==> src/rtl/writeback_arbiter_pkg.sv <==
// Shared types for the register-file writeback arbiter: word/register types,
// the queued entry, the write-source select and a destination one-hot helper.
package writeback_arbiter_pkg;

  typedef logic [31:0] Word;
  typedef logic [4:0]  RegAddress;

  typedef struct packed {
    RegAddress rd;
    Word       data;
  } WbEntry;

  typedef enum logic [1:0] {
    WB_NONE      = 2'd0,
    WB_ALU       = 2'd1,
    WB_LU_BYPASS = 2'd2,
    WB_LU_QUEUE  = 2'd3
  } WbSource;

  function automatic logic [31:0] rd_onehot(input RegAddress rd);
    rd_onehot = 32'h0000_0001 << rd;
  endfunction

endpackage

==> src/rtl/writeback_arbiter_wb_fifo.sv <==
// In-order synchronous FIFO of WbEntry; pointers wrap modulo DEPTH (power of 2).
// Push-when-full and pop-when-empty are ignored.
module wb_fifo
  import writeback_arbiter_pkg::*;
#(
  parameter int DEPTH = 4,
  localparam int CW = $clog2(DEPTH) + 1
) (
  input  logic          clk,
  input  logic          reset,
  input  logic          push,
  input  WbEntry        push_entry,
  input  logic          pop,
  output logic          full,
  output logic          empty,
  output WbEntry        head,
  output logic [CW-1:0] count
);

  localparam int PW = $clog2(DEPTH);

  WbEntry        r_mem [DEPTH];
  logic [PW-1:0] r_wr_ptr;
  logic [PW-1:0] r_rd_ptr;
  logic [CW-1:0] r_count;
  logic          w_do_push;
  logic          w_do_pop;

  assign full      = (r_count == CW'(DEPTH));
  assign empty     = (r_count == CW'(0));
  assign head      = r_mem[r_rd_ptr];
  assign count     = r_count;
  assign w_do_push = push && !full;
  assign w_do_pop  = pop && !empty;

  // Storage needs no reset: an entry is only read after it was written.
  always_ff @(posedge clk) begin
    if (w_do_push) begin
      r_mem[r_wr_ptr] <= push_entry;
    end
  end

  // Pointer and occupancy state.
  always_ff @(posedge clk) begin
    if (!reset) begin
      r_wr_ptr <= PW'(0);
      r_rd_ptr <= PW'(0);
      r_count  <= CW'(0);
    end else begin
      if (w_do_push) r_wr_ptr <= r_wr_ptr + PW'(1);
      if (w_do_pop)  r_rd_ptr <= r_rd_ptr + PW'(1);
      case ({w_do_push, w_do_pop})
        2'b10:   r_count <= r_count + CW'(1);
        2'b01:   r_count <= r_count - CW'(1);
        default: r_count <= r_count;
      endcase
    end
  end

endmodule

==> src/rtl/writeback_arbiter.sv <==
// Arbitrates the register-file write port between the ALU (fixed priority) and
// the long-latency unit, and tracks pending long-latency destinations.
// Optional stall counter output enabled by macro WB_STALL_COUNT_EN.
module writeback_arbiter
  import writeback_arbiter_pkg::*;
#(
  parameter int QUEUE_DEPTH = 4
) (
  input  logic        clk,
  input  logic        reset,
  input  logic        alu_valid,
  input  RegAddress   alu_rd,
  input  Word         alu_data,
  input  logic        lu_valid,
  output logic        lu_ready,
  input  RegAddress   lu_rd,
  input  Word         lu_data,
  input  logic        issue_valid,
  input  RegAddress   issue_rd,
  output logic        rf_write_enable,
  output RegAddress   rf_addr_write,
  output Word         rf_in,
  output logic [31:0] busy_mask
`ifdef WB_STALL_COUNT_EN
  ,
  output logic [31:0] stall_count
`endif
);

  localparam int CW = $clog2(QUEUE_DEPTH) + 1;

  logic [CW-1:0] w_count;
  logic          w_full;
  logic          w_empty;
  logic          w_push;
  logic          w_pop;
  logic          w_lu_fire;
  logic          w_lu_live;
  logic          w_alu_win;
  WbEntry        w_head;
  WbEntry        w_lu_entry;
  WbSource       w_src;
  RegAddress     w_wr_rd;
  Word           w_wr_data;
  logic [31:0]   w_busy_set;
  logic [31:0]   w_busy_clr;
  logic [31:0]   w_busy_next;

  logic          r_we;
  RegAddress     r_addr;
  Word           r_data;
  logic [31:0]   r_busy;

  assign lu_ready   = reset && (w_count < CW'(QUEUE_DEPTH));
  assign w_lu_fire  = lu_valid && lu_ready;
  assign w_lu_live  = (lu_rd != 5'd0);
  assign w_alu_win  = alu_valid && (alu_rd != 5'd0);
  assign w_lu_entry = '{rd: lu_rd, data: lu_data};

  wb_fifo #(.DEPTH(QUEUE_DEPTH)) u_fifo (
    .clk        (clk),
    .reset      (reset),
    .push       (w_push),
    .push_entry (w_lu_entry),
    .pop        (w_pop),
    .full       (w_full),
    .empty      (w_empty),
    .head       (w_head),
    .count      (w_count)
  );

  // Source priority; x0 results never reach the port or the queue.
  always_comb begin
    w_src = WB_NONE;
    w_pop = 1'b0;
    if (w_alu_win) begin
      w_src = WB_ALU;
    end else if (!w_empty) begin
      w_src = WB_LU_QUEUE;
      w_pop = 1'b1;
    end else if (w_lu_fire && w_lu_live) begin
      w_src = WB_LU_BYPASS;
    end else begin
      w_src = WB_NONE;
    end
    w_push = w_lu_fire && w_lu_live && (w_src != WB_LU_BYPASS) && !w_full;
  end

  // Write-port data mux and scoreboard update.
  always_comb begin
    w_wr_rd   = 5'd0;
    w_wr_data = 32'd0;
    case (w_src)
      WB_ALU:       begin w_wr_rd = alu_rd;      w_wr_data = alu_data;    end
      WB_LU_QUEUE:  begin w_wr_rd = w_head.rd;   w_wr_data = w_head.data; end
      WB_LU_BYPASS: begin w_wr_rd = lu_rd;       w_wr_data = lu_data;     end
      default:      begin w_wr_rd = 5'd0;        w_wr_data = 32'd0;       end
    endcase
    if ((w_src == WB_LU_QUEUE) || (w_src == WB_LU_BYPASS)) begin
      w_busy_clr = rd_onehot(w_wr_rd);
    end else begin
      w_busy_clr = 32'd0;
    end
    if (issue_valid && (issue_rd != 5'd0)) begin
      w_busy_set = rd_onehot(issue_rd);
    end else begin
      w_busy_set = 32'd0;
    end
    // Set is applied after clear so a same-cycle reissue keeps the bit.
    w_busy_next = ((r_busy & ~w_busy_clr) | w_busy_set) & ~32'd1;
  end

  // Registered write port and scoreboard.
  always_ff @(posedge clk) begin
    if (!reset) begin
      r_we   <= 1'b0;
      r_addr <= 5'd0;
      r_data <= 32'd0;
      r_busy <= 32'd0;
    end else begin
      r_we   <= (w_src != WB_NONE);
      r_addr <= w_wr_rd;
      r_data <= w_wr_data;
      r_busy <= w_busy_next;
    end
  end

  assign rf_write_enable = r_we;
  assign rf_addr_write   = r_addr;
  assign rf_in           = r_data;
  assign busy_mask       = r_busy;

`ifdef WB_STALL_COUNT_EN
  logic [31:0] r_stall;

  // Counts cycles the ALU holds the port while results wait; saturates.
  always_ff @(posedge clk) begin
    if (!reset) begin
      r_stall <= 32'd0;
    end else if (w_alu_win && !w_empty && (r_stall != 32'hFFFF_FFFF)) begin
      r_stall <= r_stall + 32'd1;
    end else begin
      r_stall <= r_stall;
    end
  end

  assign stall_count = r_stall;
`endif

endmodule

==> config.mk <==
export PLATFORM = sky130hd
export DESIGN_NAME = writeback_arbiter
export DESIGN_NICKNAME = d
export VERILOG_FILES = /design/src/rtl/writeback_arbiter_pkg.sv /design/src/rtl/writeback_arbiter_wb_fifo.sv /design/src/rtl/writeback_arbiter.sv
export SDC_FILE = /design/constraint.sdc
export NUM_CORES = 1
export LEC_CHECK = 0
export CORE_MARGIN = 5
export CORE_UTILIZATION = 45
export CTS_BUF_LIST = sky130_fd_sc_hd__clkbuf_16
export CTS_CLUSTER_DIAMETER = 60
export DETAILED_ROUTE_END_ITERATION = 7
export PLACE_DENSITY = 0.8
export SLEW_MARGIN = 20
export SYNTH_ARGS = -nofsm -noshare
export SYNTH_HDL_FRONTEND = slang
export SYNTH_SLANG_ARGS = --single-unit
export TNS_END_PERCENT = 5
==> constraint.sdc <==
create_clock -name clk -period 3.3 [get_ports clk]
set_clock_uncertainty 0.05 [all_clocks]
set_input_delay 0.495 -clock clk [delete_from_list [all_inputs] [get_ports clk]]
set_output_delay 0.495 -clock clk [all_outputs]
set_load 0.005 [all_outputs]
==> impl_results.md <==
* Run status: completed
* Number of global-route vias before repair at between 5,000 and 6,000
* Clk slew on worst S/H paths at roughly 0.060 ns
* Slew headroom at between 30% and 40%
* RSZ-0062 raised after global routing: no
* H-tree Lvls at 1
* Synth Instances at ~580
* Synth-to-layout area growth at 30.8%
* Leak Pwr at about 3.8 nW
* Largest net degree at the start of global routing at 46
* Worst R2R Path Depth at 6
* Least-Margin Pin Slew at around 1.0 ns
* Initial Utilization at a little under half
* Worst Slack Setup Final at 0.354 ns
* DPL Wire Length at around 13,000 um
* Pre-CTS WS at -0.143 ns
* Chip width at around 150 um
* Final Hold Violating Endpoints at 0
* Post-Syn Nets at between 600 and 700
* Max Root-Sink Buffers at 3
* CTS tree: done
* Hold endpoint: busy_mask[31]
* Detailed Route Iter0 Violations at between 400 and 500
* Core area at ~19,000 um^2
* Num CTS Buffers at 24
* I/O pin count at ~160
* Initial antenna violation count at 1
* Worst Hold Class: reg2reg
* Sequential share of the synthesized area at between 60% and 70%
* Max Cap Viol at 0
* Peak Freq at around 340 MHz
* Kind of critical path: in2reg
* Global Route Usage Sum at between 10% and 20%
* Synth Area in Compound Gates at about 11%
* DR WL/cell at about 20 um
* Endpoint type of the worst setup path: register
* Final GP Congestion at 0.856
* GRT overflow at 0
* Final cell count without fillers at approximately 1,000
* Commonest non-fill, non-tap cell in the layout: clkdlybuf4s50_1
* Startpoint types: primary input
* Global-route wire length before repair at approximately 32,000 um
* Worst-skew pair later-pin latency at roughly 0.50 ns
* # Post-CTS Setup Buffers at 0
* FP Rows at 51
* DRC viols at 0
* Final Setup Violations at 0
* Seq cells post-synth at 226
* Post-route minimum period at just under 3 ns
* Clock root cell: clkbuf_16
* Detailed-route wire length at approximately 20,000 um
* Largest family of logic cells by synthesized area: compound AO/OA/AOI/OAI gates
* Die footprint at 22,300 um^2
* Average size of a mapped cell at 15.1 um^2
* CTS resizes at 0
* Hold Path Stages at 2
* Fillcell total at approximately 1,500
* Post-Synth Adder-Cell Area at less than 1%
* Placed cells at just under 1,000
* TNS Setup at 0 ns
* Crit path required time at ~3.7 ns
* Hold path start: busy_mask[31]
* Die H at between 100 and 150 um
* Max-slew violation count at 0
* PwrDens at 571 nW/um^2
* Post-route cell area at ~11,000 um^2
* WP data arrival at roughly 3.3 ns
* # hold bufs at CTS at 0
* Layout cells sized above 1 at between 10% and 20%
* R2R setup slack at approximately 0.66 ns
* Number of synthesis warnings at 0
* Mapped cell area at between 8000 and 9000 um^2
* First drt pass iteration count at 6
* Clk sink count at roughly 230
* Final worst-path cycle share at about nine tenths
* Detailed-route via count at 5,674
* Post-synthesis xor/xnor area fraction at less than 1%
* Mux contribution to synthesized area at 9.56%
* Inserted Diodes at 0
* Via density at 5.50
* Reg2Reg Capture Point: busy_mask[12]
* Dpl cell area at 10,700 um^2
* Layout Nets at between 800 and 900
* Antenna Nets Post-Route at 0
* Crit Path Max Fanout at 3
* Commonest non-fill, non-tap cells in the layout: 153 x clkdlybuf4s50_1, 148 x edfxtp_1, 76 x dfxtp_1
* Simple-Gate Fraction of Synth Area at under 10%
* Max VDD drop at between 300 and 400 uV
* Synth cell types at 50
* Post-layout util at between 50% and 60%
* Port Buffers at roughly 150
critical path, stage by stage:
cell,delay [ns]
clkdlybuf4s50_1,0.44
or3_1,0.44
o31ai_1,0.34
o21ai_0,0.15
and2_1,0.19
inv_1,0.06
ha_1,0.16
inv_1,0.05
fa_1,0.37
xor2_1,0.16
or3_1,0.30
a21boi_0,0.17
per-layer routing:
layer,track usage [%],routed length (um),up-vias
met3,3.94,1470,28
met2,30.2,10100,209
met4,3.71,300,2
li1,-,-,2615
met1,24.5,8470,2820
met5,0,15,-
sequential cells by signal (all words and copies together) (netlist names), named ones only:
name             flops
rf_addr_write        5
rf_write_enable      1
rf_in               32
u_fifo.r_rd_ptr      2
u_fifo.r_mem       148
u_fifo.count         3
u_fifo.r_wr_ptr      2
busy_mask           31
cell usage after synthesis, drive strengths merged:
master / number / area, um^2
edfxtp: 148 / 4440
dfxtp: 78 / 1560
nand2: 42 / 158
nor2: 42 / 158
mux4: 37 / 837
o21ai: 33 / 169
a222oi: 32 / 320
a21boi: 28 / 210
clkbuf: 25 / 93.8
and2: 14 / 87.6
buf: 9 / 51.3
inv: 8 / 30.0
nand3: 8 / 40.0
and3: 7 / 43.8
or3: 6 / 47.5
a31oi: 5 / 31.3
ha: 5 / 62.6
nor2b: 5 / 31.3
a41o: 4 / 40.0
nor3b: 4 / 30.0
a21oi: 3 / 15.0
nand4: 3 / 18.8
o31ai: 3 / 22.5
xnor2: 3 / 26.3
a31o: 2 / 17.5
and3b: 2 / 17.5
nand2b: 2 / 12.5
nor3: 2 / 10.0
o211ai: 2 / 15.0
o21a: 2 / 15.0
o22a: 2 / 17.5
or2: 2 / 12.5
xor2: 2 / 17.5
a22o: 1 / 8.76
a311oi: 1 / 8.76
a32o: 1 / 10.0
a32oi: 1 / 8.76
conb: 1 / 3.75
fa: 1 / 20.0
o211a: 1 / 10.0
o31a: 1 / 8.76
o41ai: 1 / 8.76
how the worst max path moves through the flow:
| stage | from | end | slack [ns] | cells after the start |
|---|---|---|---|---|
| final | alu_rd[4] | u_fifo.count[2] | 0.35 | 12 |
| after global routing | alu_rd[4] | u_fifo.count[2] | 0.27 | 12 |
| after CTS | alu_rd[4] | u_fifo.count[2] | 0.38 | 12 |
| after detailed placement | alu_rd[4] | u_fifo.count[2] | -0.14 | 12 |
| after global placement | alu_rd[4] | u_fifo.count[2] | -0.03 | 12 |
| after floorplan | alu_rd[4] | u_fifo.count[2] | 0.28 | 10 |
metrics by stage:
step / hold WS (ns) / power [W]
4_1_cts: 0.430 / 0.00660
5_1_grt: 0.449 / 0.00680
3_5_place_dp: 0.423 / 0.00408
3_3_place_gp: 0.418 / 0.00406
6_report: 0.427 / 0.00654
2_1_floorplan: 0.404 / 0.00368
kinds of logic after synthesis:
logic type               after synthesis
AND/OR/NAND/NOR                      139
AO/OA/AOI/OAI                        123
other                                  1
multiplexers                          37
adder cells (fa/ha/maj)                6
flip-flops                           226
buffers and inverters                 42
XOR/XNOR                               5
final cells by class:
cell class	instances	area, um^2	share of cell area [%]
Inverter	8	30.0	0.262
Sequential cell	226	6010	52.5
Tap cell	265	332	2.90
Clock inverter	18	100	0.875
Clock buffer	26	651	5.68
Multi-Input combinational cell	311	2590	22.7
Timing Repair Buffer	178	1730	15.1
where the power goes:
| part | total [W] | internal (W) | switching [W] |
|---|---|---|---|
| registers | 0.00317 | 0.00312 | 0.0000458 |
| logic | 0.000849 | 0.000440 | 0.000409 |
| clock network | 0.00252 | 0.00149 | 0.00103 |
No activity file was read; power rests on OpenSTA's default activity.
==> edit, RTL diff (same flow settings) <==
Set the parameter `QUEUE_DEPTH` to 8 (it was 4).
--- a/src/rtl/writeback_arbiter.sv
+++ b/src/rtl/writeback_arbiter.sv
@@ -4,7 +4,7 @@
 module writeback_arbiter
   import writeback_arbiter_pkg::*;
 #(
-  parameter int QUEUE_DEPTH = 4
+  parameter int QUEUE_DEPTH = 8
 ) (
   input  logic        clk,
   input  logic        reset,
Behaviour: not the same (Yosys sat finds a counterexample within 10 cycles, from zero or initial values and one cycle with reset low).
==> edit against the original RTL <==
Sequential cell count rose by 152; synthesized area rose by 71%; routed wire length rose by 77%; core utilization fell by 2.5 points; total power rose by 81%; setup slack improved by 100 ps; count of clock-buffer cells in the layout rose by 15; largest cell class unchanged; register-to-register slack got worse by 150 ps; cell area rose by 62%.
==> edit: results (changes against the original RTL) <==
ClkCell Share=6.461% (-0.097 points); crit path max fanout=2 (-1); Worst VDD drop=471.3 µV (+34%); mux cell area share after synthesis=13.22% (+3.7 points); #FFs+latches synth=378 (+67%); syn nets=1,010 (+51%); worst skew pair latency=520 ps (+20 ps); Multi-input comb cells=483 (+55%); Detailed Route WL=35,870 µm (+77%); gr usage total=19.38% (+1.4 points); Layout clock buffers=41 (+58%); CP max stage cell=or4_1; critical path's top delay family=compound AO/OA/AOI/OAI gates; Static Leak=5.926 nW (+55%); synth top area cells=edfxtp_1 (59%), dfxtp_1 (11%), mux4_2 (9.6%), mux2i_1 (3.0%), nor2_1 (2.7%); Worst EP arrival=3250 ps (-70 ps); area of the multi-input gates=0.004277 mm² (+65%); Post-synth top cells=edfxtp_1 (296), nor2_1 (106), dfxtp_1 (82), mux4_2 (64); largest net degree at the start of global routing=44 (-4.3%); Sequential Area=0.01054 mm² (+75%); Slew @ Worst Pin=773.0 ps (-269.2 ps); complex-gate fraction of the synthesized area=6.479% (-4.2 points); Synth Area in Adders=0.5510% (-0.39 points); sequential element share of the synthesized area=70.26% (+1.6 points); CTS buffer count=40 (+67%); Distinct cells, synth=59 (+18%); status=completed; share of layout cells above drive strength 1=18.95% (+4.6 points)
[edit: changes by cell type in the layout (fill, tap and decap cells not counted), moves of 8 or more]
cell	unedited run	this run
clkinv_1	1	9
mux4_2	36	64
buf_4	24	49
edfxtp_1	148	296
o21ai_0	26	34
clkbuf_16	26	41
nor2_1	42	104
a21boi_1	9	0
a31oi_1	5	20
a21boi_0	19	2
a221oi_1	0	32
mux2_2	0	8
mux2i_1	0	45
a222oi_1	32	0
[edit: power breakdown]
part,leakage [nW],internal (mW),switching [mW]
Combinational,1.97,1.02,1.22
Clock,0.623,2.27,1.80
Sequential,3.34,5.37,0.139
Total,5.93,8.66,3.16
[edit: metrics by stage]
step / power [mW] / hold slack (ps) / setup slack [ps] / area, µm² / instances
final: 11.82 / 470.1 / 454.8 / 18530 / 1587
after global routing: 12.33 / 484.8 / 273.9 / 18530 / 1587
after CTS: 11.91 / 466.1 / 483.7 / 18530 / 1587
after detailed placement: 7.844 / 456.9 / -57.86 / 17330 / 1514
after global placement: 7.791 / 429.5 / -13.40 / 17330 / 1514
after floorplan: 6.915 / 416.7 / -1175 / 15020 / 920
[edit: final timing paths]
kind | endpoint | cells after the start | start | slack [ps]
worst max-delay path | u_fifo.count[3] | 12 | lu_rd[1] | 450
worst min-delay path | register | 2 | u_fifo.r_rd_ptr[1] | 470
worst max register to register | u_fifo.count[3] | 11 | u_fifo.count[0] | 510
worst min register to register | register | 2 | u_fifo.r_rd_ptr[1] | 470
[edit: routing by layer]
metal | vias up | share of wire [%] | GRT usage, %
met3 | 60 | 7.8 | 3.781
met5 | - | 0.059 | 0
met2 | 410 | 48 | 32.11
met4 | 4 | 2.2 | 5.184
li1 | 4016 | - | -
met1 | 4491 | 42 | 26.50
